==> src/rtl/video_cfg_pkg.sv <==
// video_cfg_pkg: shared video constants and capture FSM state type
package video_cfg_pkg;
   localparam int RGB565_W   = 16;
   localparam int CAM_BYTE_W = 8;
   localparam int DEF_H_RES  = 640;
   localparam int DEF_V_RES  = 480;
   typedef enum logic [1:0] {IDLE, BLANK, ACTIVE} cap_state_e;
endpackage

==> src/rtl/cam_byte_pair.sv <==
// cam_byte_pair: input registers, sync edge detection and byte-to-RGB565 pairing
module cam_byte_pair import video_cfg_pkg::*; #(
   parameter int BYTE_SWAP = 0,
   parameter int IN_W      = 10
) (
   input  logic                I_clk,
   input  logic                I_rst,
   input  logic                I_vsync,
   input  logic                I_href,
   input  logic [IN_W-1:0]     I_data,
   input  logic                I_active,
   output logic                O_vs,
   output logic                O_vs_rise,
   output logic                O_vs_fall,
   output logic                O_href,
   output logic                O_href_fall,
   output logic                O_phase,
   output logic                O_pix_vld,
   output logic [RGB565_W-1:0] O_pix
);
   logic                  vs_q, vs_prev_q, hr_q, hr_prev_q, phase_q, phase_d;
   logic [CAM_BYTE_W-1:0] d_q, b0_q;
   logic                  unused_ok;
   assign unused_ok = &{1'b0, I_data};
   // phase only advances while capturing; any href gap realigns to the first byte
   assign phase_d = I_active & hr_q & ~phase_q;
   always_ff @(posedge I_clk or posedge I_rst) begin
      if (I_rst) begin
         vs_q      <= 1'b0;
         vs_prev_q <= 1'b0;
         hr_q      <= 1'b0;
         hr_prev_q <= 1'b0;
         phase_q   <= 1'b0;
         d_q       <= '0;
         b0_q      <= '0;
      end else begin
         vs_q      <= I_vsync;
         vs_prev_q <= vs_q;
         hr_q      <= I_href;
         hr_prev_q <= hr_q;
         phase_q   <= phase_d;
         d_q       <= I_data[IN_W-1 -: CAM_BYTE_W];
         if (!phase_q) b0_q <= d_q;
      end
   end
   assign O_vs        = vs_q;
   assign O_vs_rise   = vs_q & ~vs_prev_q;
   assign O_vs_fall   = ~vs_q & vs_prev_q;
   assign O_href      = hr_q;
   assign O_href_fall = ~hr_q & hr_prev_q;
   assign O_phase     = phase_q;
   assign O_pix_vld   = I_active & hr_q & phase_q;
   assign O_pix       = (BYTE_SWAP != 0) ? {d_q, b0_q} : {b0_q, d_q};
endmodule

==> src/rtl/cam_rgb565_capture.sv <==
// cam_rgb565_capture: OV2640 byte stream to cropped RGB565 pixels with frame lock and stats
module cam_rgb565_capture import video_cfg_pkg::*; #(
   parameter int H_RES     = DEF_H_RES,
   parameter int V_RES     = DEF_V_RES,
   parameter int BYTE_SWAP = 0,
   parameter int IN_W      = 10
) (
   input  logic                I_clk,
   input  logic                I_rst,
   input  logic                I_vsync,
   input  logic                I_href,
   input  logic [IN_W-1:0]     I_data,
   input  logic                I_err_clr,
   output logic                O_vs_n,
   output logic                O_de,
   output logic [RGB565_W-1:0] O_data,
   output logic                O_locked,
   output logic [7:0]          O_frame_cnt,
   output logic [11:0]         O_last_line_px,
   output logic [10:0]         O_last_frame_ln,
   output logic                O_err
);
   localparam logic [11:0] H_LIM = 12'(H_RES);
   localparam logic [10:0] V_LIM = 11'(V_RES);
   cap_state_e          state_q, state_d;
   logic                vs, vs_rise, vs_fall, href, href_fall, phase, pix_vld, err_set;
   logic [RGB565_W-1:0] pix, data_q, data_d;
   logic                vs_n_q, vs_n_d, de_q, de_d, locked_q, locked_d, err_q, err_d;
   logic [7:0]          fcnt_q, fcnt_d;
   logic [11:0]         x_q, x_d, lpx_q, lpx_d;
   logic [10:0]         y_q, y_d, lln_q, lln_d;
   cam_byte_pair #(.BYTE_SWAP(BYTE_SWAP), .IN_W(IN_W)) u_pair (
      .I_clk(I_clk), .I_rst(I_rst), .I_vsync(I_vsync), .I_href(I_href), .I_data(I_data),
      .I_active(state_q == ACTIVE), .O_vs(vs), .O_vs_rise(vs_rise), .O_vs_fall(vs_fall),
      .O_href(href), .O_href_fall(href_fall), .O_phase(phase), .O_pix_vld(pix_vld), .O_pix(pix)
   );
   always_comb begin
      state_d  = state_q;
      x_d      = x_q;
      y_d      = y_q;
      lpx_d    = lpx_q;
      lln_d    = lln_q;
      fcnt_d   = fcnt_q;
      locked_d = locked_q;
      data_d   = data_q;
      de_d     = 1'b0;
      err_set  = 1'b0;
      case (state_q)
         IDLE:  state_d = vs ? BLANK : IDLE;
         BLANK: if (vs_fall) begin
            state_d  = ACTIVE;
            locked_d = 1'b1;
            x_d      = '0;
            y_d      = '0;
         end
         ACTIVE: if (vs_rise) begin
            // a vsync rise with href still high abandons the partial line
            state_d = BLANK;
            fcnt_d  = fcnt_q + 8'd1;
            lln_d   = y_q;
            x_d     = '0;
            err_set = (y_q != V_LIM) | href;
         end else if (href_fall) begin
            lpx_d   = x_q;
            x_d     = '0;
            y_d     = (&y_q) ? y_q : y_q + 11'd1;
            err_set = phase | ((x_q != H_LIM) & (y_q < V_LIM));
         end else if (pix_vld) begin
            x_d    = (&x_q) ? x_q : x_q + 12'd1;
            de_d   = (x_q < H_LIM) & (y_q < V_LIM);
            data_d = de_d ? pix : data_q;
         end
         default: state_d = IDLE;
      endcase
      vs_n_d = (state_d == IDLE) | ~vs;
      err_d  = err_set | (err_q & ~I_err_clr);
   end
   always_ff @(posedge I_clk or posedge I_rst) begin
      if (I_rst) begin
         state_q  <= IDLE;
         x_q      <= '0;
         y_q      <= '0;
         lpx_q    <= '0;
         lln_q    <= '0;
         fcnt_q   <= '0;
         locked_q <= 1'b0;
         data_q   <= '0;
         de_q     <= 1'b0;
         vs_n_q   <= 1'b1;
         err_q    <= 1'b0;
      end else begin
         state_q  <= state_d;
         x_q      <= x_d;
         y_q      <= y_d;
         lpx_q    <= lpx_d;
         lln_q    <= lln_d;
         fcnt_q   <= fcnt_d;
         locked_q <= locked_d;
         data_q   <= data_d;
         de_q     <= de_d;
         vs_n_q   <= vs_n_d;
         err_q    <= err_d;
      end
   end
   assign O_vs_n          = vs_n_q;
   assign O_de            = de_q;
   assign O_data          = data_q;
   assign O_locked        = locked_q;
   assign O_frame_cnt     = fcnt_q;
   assign O_last_line_px  = lpx_q;
   assign O_last_frame_ln = lln_q;
   assign O_err           = err_q;
endmodule

==> config.mk <==
export PLATFORM = sky130hd
export DESIGN_NAME = cam_rgb565_capture
export DESIGN_NICKNAME = d
export VERILOG_FILES = /design/src/rtl/video_cfg_pkg.sv /design/src/rtl/cam_byte_pair.sv /design/src/rtl/cam_rgb565_capture.sv
export SDC_FILE = /design/constraint.sdc
export NUM_CORES = 1
export LEC_CHECK = 0
export CELL_PAD_IN_SITES_DETAIL_PLACEMENT = 0
export CELL_PAD_IN_SITES_GLOBAL_PLACEMENT = 1
export CORE_MARGIN = 2
export CORE_UTILIZATION = 40
export DETAILED_ROUTE_END_ITERATION = 16
export PLACE_DENSITY = 0.72
export RECOVER_POWER = 50
export SLEW_MARGIN = 20
export SYNTH_ARGS = -nofsm -noshare
export SYNTH_HDL_FRONTEND = slang
export SYNTH_SLANG_ARGS = --single-unit
==> constraint.sdc <==
create_clock -name I_clk -period 4.5 [get_ports I_clk]
set_input_delay 0.9 -clock I_clk [delete_from_list [all_inputs] [get_ports I_clk]]
set_output_delay 0.9 -clock I_clk [all_outputs]
set_load 0.1 [all_outputs]
==> PnR_summary.wiki <==
{| class="wikitable"
! Metric !! Value
|-
| Crit-path cells || clkdlybuf4s50_1
|-
| Fraction of layout cells with a size suffix above 1 || 17.2%
|-
| Remaining Overflow, GRT || 0
|-
| Worst ir drop on vdd || 0.298 mV
|-
| Maximum net fanout on the critical path || 1
|-
| Core region area || 10200 um2
|-
| Result of the run || complete, but fails checks
|-
| Number of instances on the worst hold path || 1
|-
| Count of final max-slew check failures || 49
|-
| Fraction of power spent switching nets || 34.7%
|-
| Sequential cell area fraction in the yosys report || 58.8%
|-
| Number of buffers and inverters on the critical path || 1
|-
| YS warnings || 0
|-
| Area growth from synthesis to layout || 23.8%
|-
| Worst slew slack as a fraction of its limit || -47.1%
|-
| End of the worst register-to-register path || O_data[6]
|-
| Routed wire length || 8260 um
|-
| Routed length on met3 || 403 um
|-
| Violations in the final reports || capacitance limit, slew limit
|-
| Post-layout total power || 1.92 mW
|-
| Number of global-route vias before repair || 2797
|-
| Post-synthesis cell type count || 47
|-
| Number of cells on the worst reg-to-reg path || 7
|-
| Effective utilization at floorplan || 40.5%
|-
| Worst-path clk slew || 100 ps
|-
| Pre-Repair DR Iteration Count || 5
|-
| Final period utilization || 64.9%
|-
| Skew-Pair Late Insertion Delay || 380 ps
|-
| Type of the worst min-delay path || flip-flop to flip-flop
|-
| Antenna-violating nets left || 0
|-
| Wire length of the first global-routing pass || 14200 um
|-
| Final min period || 2920 ps
|-
| CTS max path bufs || 2
|-
| Die outline area || 11200 um2
|-
| Port-buffer cells || 63
|-
| Highest routed layer || met4
|-
| Largest net degree at the start of global routing || 50
|-
| Height of the chip || 106 um
|-
| Maximum achievable frequency || 343 MHz
|-
| TritonCTS clock tree || done
|-
| Met2 routed wirelength || 3700 um
|-
| Worst hold margin || 481 ps
|-
| Count of hold buffers inserted by post-cts repair || 0
|-
| Switching pwr || 665 uW
|-
| Cell area after technology mapping || 4130 um2
|-
| Fraction of power consumed by combinational cells || 21.0%
|-
| Total nets after synthesis || 359
|-
| Vias || 2780
|-
| Data required time at the worst endpoint || 3600 ps
|-
| Unrepaired setup endpoints after global routing || no
|-
| Met1 Routed Length || 4040 um
|-
| Via/cell ratio || 5.12
|-
| Transition time at the pin with the least slew margin || 2190 ps
|-
| Crit path launch type || flip-flop
|-
| Last element of the critical path || O_vs_n
|-
| Aggregate negative setup slack || 0 ps
|-
| Reg-to-reg critical path startpoint || state_q[0]
|-
| Post-Route Utilization || 50.2%
|-
| # IOs || 66
|-
| Total inserted antenna cells || 0
|-
| Initial DRC count || 95
|-
| Data arrival at the endpoint of the critical path || 2020 ps
|-
| Post-cts repair resize count || 0
|-
| Post-synth EDFFs || 0
|-
| Endpoint type of the worst setup path || primary output
|-
| Async set-reset flop share out of synthesis || 100%
|-
| Commonest register cell after synthesis || sky130_fd_sc_hd__dfrtp_1
|-
| Start point of the critical path || O_vs_n
|-
| Worst Skew || 18.6 ps
|-
| Cell-internal power || 1.25 mW
|-
| Total track usage || 16.2%
|-
| Clk root buf || sky130_fd_sc_hd__clkbuf_8
|-
| Crit path depth || 1
|-
| Overall die width || 106 um
|-
| Yosys reg bits || 97
|-
| Antenna violations before repair || 0
|-
| Setup violators final || 0
|-
| Post-Syn Instances || 335
|-
| Total DRC errors in the routed layout || 0
|-
| Peak per-stage delay on the critical path || 1120 ps
|-
| Number of maximum-capacitance violations || 1
|-
| Number of clock buffers inserted by TritonCTS || 9
|-
| Family with the most delay on the worst path || buffers and inverters
|-
| Detailed placer's ending HPWL || 5620 um
|-
| Worst setup slack for register-to-register paths || 1800 ps
|-
| Slowest stage cell, crit path || sky130_fd_sc_hd__clkdlybuf4s50_1
|-
| Wire length per cell after detailed routing || 15.2 um
|-
| Number of clock sinks seen by CTS || 97
|-
| Power share of the clock group || 29.2%
|-
| Leakage power figure || 2.25 nW
|-
| Count of standard-cell rows || 37
|-
| Path type of the worst setup path || flip-flop to primary output
|-
| Mean Syn Cell Area || 12.3 um2
|-
| Number of hold-slack violations in the final timing report || 0
|-
| Number of buffers inserted to repair setup after CTS || 0
|-
| Final net count || 426
|-
| Sequential power share || 49.8%
|-
| H-tree depth || 3
|-
| Power density cells || 375 nW/um2
|-
| Final estimated routing congestion in global placement || 0.790
|}
how the worst min path moves through the flow:
stage | startpoint | slack (ps) | end
finish | O_locked | 480 | O_locked
global route | O_frame_cnt[7] | 510 | O_frame_cnt[7]
CTS | O_frame_cnt[7] | 490 | O_frame_cnt[7]
detailed placement | O_frame_cnt[7] | 460 | O_frame_cnt[7]
global placement | O_locked | 450 | O_locked
floorplan | u_pair.O_href | 410 | u_pair.hr_prev_q
cell usage in the layout (no fill, tap or decap), types with 11 or more instances in the layout:
| cell | n |
|---|---|
| sky130_fd_sc_hd__inv_1 | 12 |
| sky130_fd_sc_hd__dfrtp_1 | 96 |
| sky130_fd_sc_hd__mux2_2 | 45 |
| sky130_fd_sc_hd__nand2_1 | 21 |
| sky130_fd_sc_hd__clkdlybuf4s50_1 | 52 |
| sky130_fd_sc_hd__o21ai_0 | 20 |
| sky130_fd_sc_hd__nand3_1 | 21 |
| sky130_fd_sc_hd__dlygate4sd3_1 | 11 |
| sky130_fd_sc_hd__o31ai_1 | 11 |
state kept, by name, indices dropped and copies added, names as in the netlist:
signal and count:
O_data 16, O_de 1, u_pair.O_vs 1, u_pair.O_phase 1, u_pair.hr_prev_q 1, O_err 1, state_q 2, O_last_frame_ln 11
u_pair.d_q 8, u_pair.O_href 1, O_vs_n 1, O_frame_cnt 8, u_pair.b0_q 8, y_q 11, x_q 12, O_locked 1
u_pair.vs_prev_q 1, O_last_line_px 12
per-layer routing:
metal / global-route usage, % / vias to the layer above
li1: - / 1351
met2: 23.2 / 54
met1: 23.3 / 1367
met3: 5.13 / 8
met5: 0 / -
met4: 5.26 / 0
power by group through the flow:
stage	Combinational, mW	Sequential, mW	Clock [mW]
after floorplan	0.173	1.10	0
after global placement	0.399	0.970	0
after detailed placement	0.409	0.972	0
after CTS	0.409	0.956	0.582
after global routing	0.437	0.963	0.618
final	0.403	0.955	0.559
cells by family after synthesis:
| kind of cell | count (synthesis) | synth area share [%] |
|---|---|---|
| xor+xnor | 7 | 1.48 |
| simple gates | 97 | 13.2 |
| buf+inv | 23 | 2.39 |
| mux | 46 | 12.5 |
| compound gates | 56 | 8.85 |
| fa+ha+maj | 9 | 2.73 |
| flops | 97 | 58.8 |
synth_stat cells, types with 4 or more instances:
cell / n / area share (%)
sky130_fd_sc_hd__o31ai_1: 11 / 2.0
sky130_fd_sc_hd__nand2b_1: 5 / 0.76
sky130_fd_sc_hd__ha_1: 9 / 2.7
sky130_fd_sc_hd__o21ai_0: 20 / 2.4
sky130_fd_sc_hd__and3_1: 9 / 1.4
sky130_fd_sc_hd__nor2b_1: 5 / 0.76
sky130_fd_sc_hd__nand2_1: 21 / 1.9
sky130_fd_sc_hd__mux2_2: 45 / 12
sky130_fd_sc_hd__xnor2_1: 4 / 0.85
sky130_fd_sc_hd__clkbuf_1: 7 / 0.64
sky130_fd_sc_hd__dfrtp_1: 96 / 58
sky130_fd_sc_hd__and4_1: 5 / 1.1
sky130_fd_sc_hd__nand3_1: 21 / 2.5
sky130_fd_sc_hd__nor2_1: 9 / 0.82
sky130_fd_sc_hd__inv_1: 13 / 1.2
sky130_fd_sc_hd__nand4_1: 5 / 0.76
sky130_fd_sc_hd__a21oi_1: 5 / 0.61
final cells by class:
cell class              instances  area (um2)
repair buffers                 66         666
flip-flops and latches         97        2430
multi-input cells             215        1600
well taps                     136         170
inverters                      13        50.0
clock inverters                 7        71.3
fillers                       947        5070
clock buffers                   9         124
per-stage QoR:
| stage | std cells | setup WS [ps] | area (um2) |
|---|---|---|---|
| 6_report | 543 | 1580 | 5110 |
| 5_1_grt | 543 | 1520 | 5110 |
| 4_1_cts | 543 | 1560 | 5110 |
| 3_5_place_dp | 527 | 1780 | 4920 |
| 3_3_place_gp | 527 | 1830 | 4920 |
| 2_1_floorplan | 335 | 1070 | 4130 |
Power figures use the tool's default switching activity.
